**src/rtl/cfg_loader.sv**
```systemverilog
// Serial configuration loader: shifts a captured LEN-bit word out MSB first on
// cfg/cfg_clk, then raises pal_en once the downstream chain holds the full word.
module cfg_loader #(
  parameter int LEN  = 8,
  parameter int HALF = 1
) (
  input  logic           clk,
  input  logic           res_n,
  input  logic           start,
  input  logic [LEN-1:0] data,
  input  logic           abort,
  output logic           cfg_clk,
  output logic           cfg,
  output logic           pal_en,
  output logic           busy,
  output logic           done,
  output logic [1:0]     dbg_state
);

  localparam int CW = $clog2(LEN + 1);
  localparam int HW = (HALF > 1) ? $clog2(HALF) : 1;

  typedef enum logic [1:0] {
    IDLE     = 2'd0,
    SHIFT_LO = 2'd1,
    SHIFT_HI = 2'd2,
    LOADED   = 2'd3
  } state_t;

  state_t         r_state, w_state_nx;
  logic [HW-1:0]  r_half_cnt, w_half_cnt_nx;
  logic [CW-1:0]  r_bit_cnt, w_bit_cnt_nx;
  logic [LEN-1:0] r_shadow, w_shadow_nx;
  logic           r_cfg_clk, w_cfg_clk_nx;
  logic           r_cfg, w_cfg_nx;
  logic           r_pal_en, w_pal_en_nx;
  logic           r_busy, w_busy_nx;
  logic           r_done, w_done_nx;

  logic           w_half_end;
  logic           w_bits_left;
  logic [LEN-1:0] w_shadow_shl;

  assign w_half_end   = (r_half_cnt == HW'(HALF - 1));
  // r_bit_cnt counts cfg_clk rises already issued, so it never exceeds LEN
  assign w_bits_left  = (r_bit_cnt < CW'(LEN));
  assign w_shadow_shl = r_shadow << 1;

  always_comb begin
    w_state_nx    = r_state;
    w_half_cnt_nx = r_half_cnt;
    w_bit_cnt_nx  = r_bit_cnt;
    w_shadow_nx   = r_shadow;
    w_cfg_clk_nx  = r_cfg_clk;
    w_cfg_nx      = r_cfg;
    w_pal_en_nx   = r_pal_en;
    w_busy_nx     = r_busy;
    w_done_nx     = 1'b0;
    case (r_state)
      IDLE, LOADED: begin
        if (start) begin
          w_state_nx    = SHIFT_LO;
          w_shadow_nx   = data;
          w_bit_cnt_nx  = '0;
          w_half_cnt_nx = '0;
          w_cfg_clk_nx  = 1'b0;
          w_cfg_nx      = data[LEN-1];
          w_pal_en_nx   = 1'b0;
          w_busy_nx     = 1'b1;
        end
      end
      SHIFT_LO: begin
        if (abort) begin
          w_state_nx    = IDLE;
          w_half_cnt_nx = '0;
          w_bit_cnt_nx  = '0;
          w_cfg_clk_nx  = 1'b0;
          w_cfg_nx      = 1'b0;
          w_pal_en_nx   = 1'b0;
          w_busy_nx     = 1'b0;
        end else if (w_half_end) begin
          w_state_nx    = SHIFT_HI;
          w_half_cnt_nx = '0;
          w_bit_cnt_nx  = r_bit_cnt + 1'b1;
          w_cfg_clk_nx  = 1'b1;
        end else begin
          w_half_cnt_nx = r_half_cnt + 1'b1;
        end
      end
      SHIFT_HI: begin
        // abort wins over the final exit, so a cancelled load never pulses done
        if (abort) begin
          w_state_nx    = IDLE;
          w_half_cnt_nx = '0;
          w_bit_cnt_nx  = '0;
          w_cfg_clk_nx  = 1'b0;
          w_cfg_nx      = 1'b0;
          w_pal_en_nx   = 1'b0;
          w_busy_nx     = 1'b0;
        end else if (w_half_end) begin
          w_half_cnt_nx = '0;
          w_cfg_clk_nx  = 1'b0;
          if (w_bits_left) begin
            w_state_nx  = SHIFT_LO;
            w_shadow_nx = w_shadow_shl;
            w_cfg_nx    = w_shadow_shl[LEN-1];
          end else begin
            w_state_nx  = LOADED;
            w_cfg_nx    = 1'b0;
            w_pal_en_nx = 1'b1;
            w_busy_nx   = 1'b0;
            w_done_nx   = 1'b1;
          end
        end else begin
          w_half_cnt_nx = r_half_cnt + 1'b1;
        end
      end
      default: begin
        w_state_nx = IDLE;
      end
    endcase
  end

  always_ff @(posedge clk or negedge res_n) begin
    if (!res_n) begin
      r_state    <= IDLE;
      r_half_cnt <= '0;
      r_bit_cnt  <= '0;
      r_shadow   <= '0;
      r_cfg_clk  <= 1'b0;
      r_cfg      <= 1'b0;
      r_pal_en   <= 1'b0;
      r_busy     <= 1'b0;
      r_done     <= 1'b0;
    end else begin
      r_state    <= w_state_nx;
      r_half_cnt <= w_half_cnt_nx;
      r_bit_cnt  <= w_bit_cnt_nx;
      r_shadow   <= w_shadow_nx;
      r_cfg_clk  <= w_cfg_clk_nx;
      r_cfg      <= w_cfg_nx;
      r_pal_en   <= w_pal_en_nx;
      r_busy     <= w_busy_nx;
      r_done     <= w_done_nx;
    end
  end

  assign cfg_clk   = r_cfg_clk;
  assign cfg       = r_cfg;
  assign pal_en    = r_pal_en;
  assign busy      = r_busy;
  assign done      = r_done;
  assign dbg_state = r_state;

endmodule
```
**config.mk**
```make
export PLATFORM = sky130hd
export DESIGN_NAME = cfg_loader
export DESIGN_NICKNAME = d
export VERILOG_FILES = /design/src/rtl/cfg_loader.sv
export SDC_FILE = /design/constraint.sdc
export NUM_CORES = 1
export LEC_CHECK = 0
export CORE_MARGIN = 2
export CORE_UTILIZATION = 54
export CTS_CLUSTER_DIAMETER = 80
export CTS_CLUSTER_SIZE = 20
export DETAILED_ROUTE_END_ITERATION = 6
export PLACE_DENSITY_LB_ADDON = 0.12
export SLEW_MARGIN = 20
export SYNTH_ARGS = -nofsm -noshare
export SYNTH_HDL_FRONTEND = slang
export SYNTH_SLANG_ARGS = --single-unit
```
**constraint.sdc**
```tcl
create_clock -name clk -period 3.66 [get_ports clk]
set_clock_uncertainty 0.05 [all_clocks]
set_input_delay 0.915 -clock clk [delete_from_list [all_inputs] [get_ports clk]]
set_output_delay 0.915 -clock clk [all_outputs]
set_load 0.05 [all_outputs]
```
==> flow_summary.yaml <==
run_status:
  outcome: "complete, no violations"
run:
  cap_violations: 0
placement:
  routabilityCongestion: 0.870
  dpl_worst_slack_ns: 1.15
  placed_area_um2: 1170
  dp_hpwl_mm: 1.48
  port_buffers: 18
power_and_ir_drop:
  seq_power_share_pct: 31.5
  power.switching_uw: 431
  switching_share_pct: 41.9
  pwr_density_cell_nw_per_um2: 860
  pwr-share-clk_pct: 9.0
  intPower_uw: 598
  p_leak_uw: 0.000514
  pwr-share-comb_pct: 59.5
  peakVddDrop_v: 0.000631
synthesis:
  synth_fa_ha_area_share_pct: 5.02
  synth-seq-cells: 18
  synth_nets: 101
  yosysUniqueCellTypes: 30
  synth_edf_count: 0
  synth_xor_xnor_area_share_pct: 0
  ys_seq_area_share_pct: 45.2
  synthesis.area_um2: 997
  synth_simple_gate_area_share_pct: 16.8
  synth_top_area_cell: "dfrtp_1"
  synth_compound_area_share_pct: 10.8
  async_flop_share_pct: 100
  synthTopCellsByArea: "dfrtp_1, mux2_2, ha_1, o21ai_0, nand2_1"
  synth.avg_cell_area_um2: 11.7
  ys_warn_count: 0
  yosysMostFrequentCell: "dfrtp_1"
  synth.top_cell.area_share_pct: 45.2
  muxShareOfSynthArea_pct: 17.9
  synth_top_family_by_area: "multiplexers"
  synthFlopType: "dfrtp_1"
  synth_common_cells: "dfrtp_1, mux2_2, nand2_1"
  netlist_instances: 85
floorplan:
  fp.dieH_um: 47.0
  rows: 15
  start_util_pct: 57.8
  core_area_um2: 1730
  die_x_um: 47.0
  num_io_pins: 19
  die-area_um2: 2210
cts:
  cts-hold-fix-buffers: 0
  htreeDepth: 1
  path_clk_slew_ns: 0.09
  clock_latency_ns: 0.28
  cts_made_buffers: 3
  clockBufferDepth: 2
  cts_post_setup_buffers_inserted: 0
  cts_resized: 0
  ctsRootBufferMaster: "clkbuf_4"
  clock_sinks: 18
  cts_tree: "built"
worst_setup_path:
  r2r_end: "r_shadow[5]$_DFFE_PN0P_"
  start_kind: "flop"
  reg2reg_depth: 5
  slowest_delay_ns: 0.82
  arrival_ns: 1.51
  crit_type: "flop to output pin"
  slowest_stage: "clkdlybuf4s50_1"
  r2r_slack_ns: 1.67
  cp_max_fo: 4
  crit_required_ns: 2.69
  cp.depth: 1
  cp_top_family: "buffers and inverters"
  rr_startpoint: "dbg_state[0]$_DFFE_PN0P_"
  endpoint_kind: "output pin"
  path_buf_inv: 1
  crit_end: "dbg_state[1]"
  crit_chain: "clkdlybuf4s50_1"
  startpoint: "dbg_state[1]$_DFFE_PN0P_"
drt:
  wl_per_cell_um: 15.2
  drt-vias-per-instance: 5.55
  drt-initial-drc-count: 24
  first_pass_iters: 4
  drcViolationCount: 0
  ant_nets: 0
  vias: 705
  wl_mm: 1.93
global_routing:
  grt_pass1_wl_mm: 3.11
  grt_start_max_net_pins: 19
  grt-ovfl-total: 0
  grt_use_total_pct: 20.2
  first_global_vias: 727
  antenna_found_initial: 0
final_layout:
  drive_gt1_share_pct: 22.5
  diodes: 0
  seq_area_um2: 450
  stdcell_area_um2: 1200
  fillCellCount: 152
  syn_to_final_growth_pct: 20.0
  layout.nets: 120
  multi_input_area_um2: 504
sta:
  fmax_mhz: 404
  rsz0062_at_grt: "no"
  hold_viol_final: 0
  relSlewSlack_pct: 48.2
  finalCritPeriodShare_pct: 67.6
  tns_ns: 0
  maxSlewViolCount: 0
  period_minus_slack_ns: 2.47
  setup-violations-final: 0
  setup_slack_ns: 1.19
  tightest_slew_ns: 0.775
min_path:
  hold_path.class: "flop to flop"
  min-delay-start: "cfg_clk$_DFFE_PN0P_"
-- power by group through the flow --
stage                     Clock [µW]  Sequential (µW)  Combinational, µW
final                           92.8              324                612
after global routing             103              333                657
after CTS                       93.9              324                618
after detailed placement           0              329                614
after global placement             0              322                595
after floorplan                    0              420                397
-- cell type report --
cell class / instances / share of cell area [%]
Timing Repair Buffer: 18 / 15.1
Clock buffer: 3 / 1.88
Inverter: 2 / 0.628
Tap cell: 25 / 2.62
Sequential cell: 18 / 37.7
Multi-Input combinational cell: 61 / 42.2
-- cell families after synthesis --
kind of cell | Yosys count
and+or+nand+nor | 28
DFF | 18
muxes | 16
AOI/OAI and AO/OA | 13
buffers and inverters | 6
adders and majority gates | 4
-- sequential cells by signal, indices dropped and copies added (netlist names) --
register and flops:
r_bit_cnt 4, busy 1, cfg_clk 1, dbg_state 2, cfg 1, pal_en 1, r_shadow 7, done 1
-- metal layers --
metal  routed length [µm]  vias up  GRT usage [%]
met4                   36        0           8.33
met5                    0        -              0
met1                  820      344           24.8
met3                   66        6           2.31
li1                     -      336              -
met2                 1000       19           35.9
-- per-stage QoR --
stage          hold WS [ns]  util (%)  cells  total power, µW
5_1_grt               0.486      69.3    127             1090
2_1_floorplan         0.415         -     85              818
4_1_cts               0.435      69.3    127             1040
3_5_place_dp          0.415      68.0    124              943
3_3_place_gp          0.407      68.0    124              918
6_report              0.428      69.3    127             1030
-- cells in the final DEF, fill, tap and decap left out, types with 2 or more instances in the layout --
master            n
clkdlybuf4s50_1  18
ha_1              4
nand3_1           2
nand4_1           2
nor2_1            3
mux2_2           13
dfrtp_1          18
o21ai_0           6
mux2_1            2
nor2b_1           4
inv_1             2
o31ai_1           2
nand2_1           8
clkbuf_4          3
-- worst min path at each step --
stage | to | slack [ns] | depth (start not counted)
finish | cfg_clk$_DFFE_PN0P_ | 0.43 | 2
CTS | cfg_clk$_DFFE_PN0P_ | 0.44 | 2
detailed placement | cfg_clk$_DFFE_PN0P_ | 0.41 | 2
floorplan | r_bit_cnt[0]$_DFFE_PN0P_ | 0.42 | 1
global placement | cfg_clk$_DFFE_PN0P_ | 0.41 | 2
global route | r_shadow[0]$_DFFE_PN0P_ | 0.49 | 1
Power figures use the tool's default switching activity.
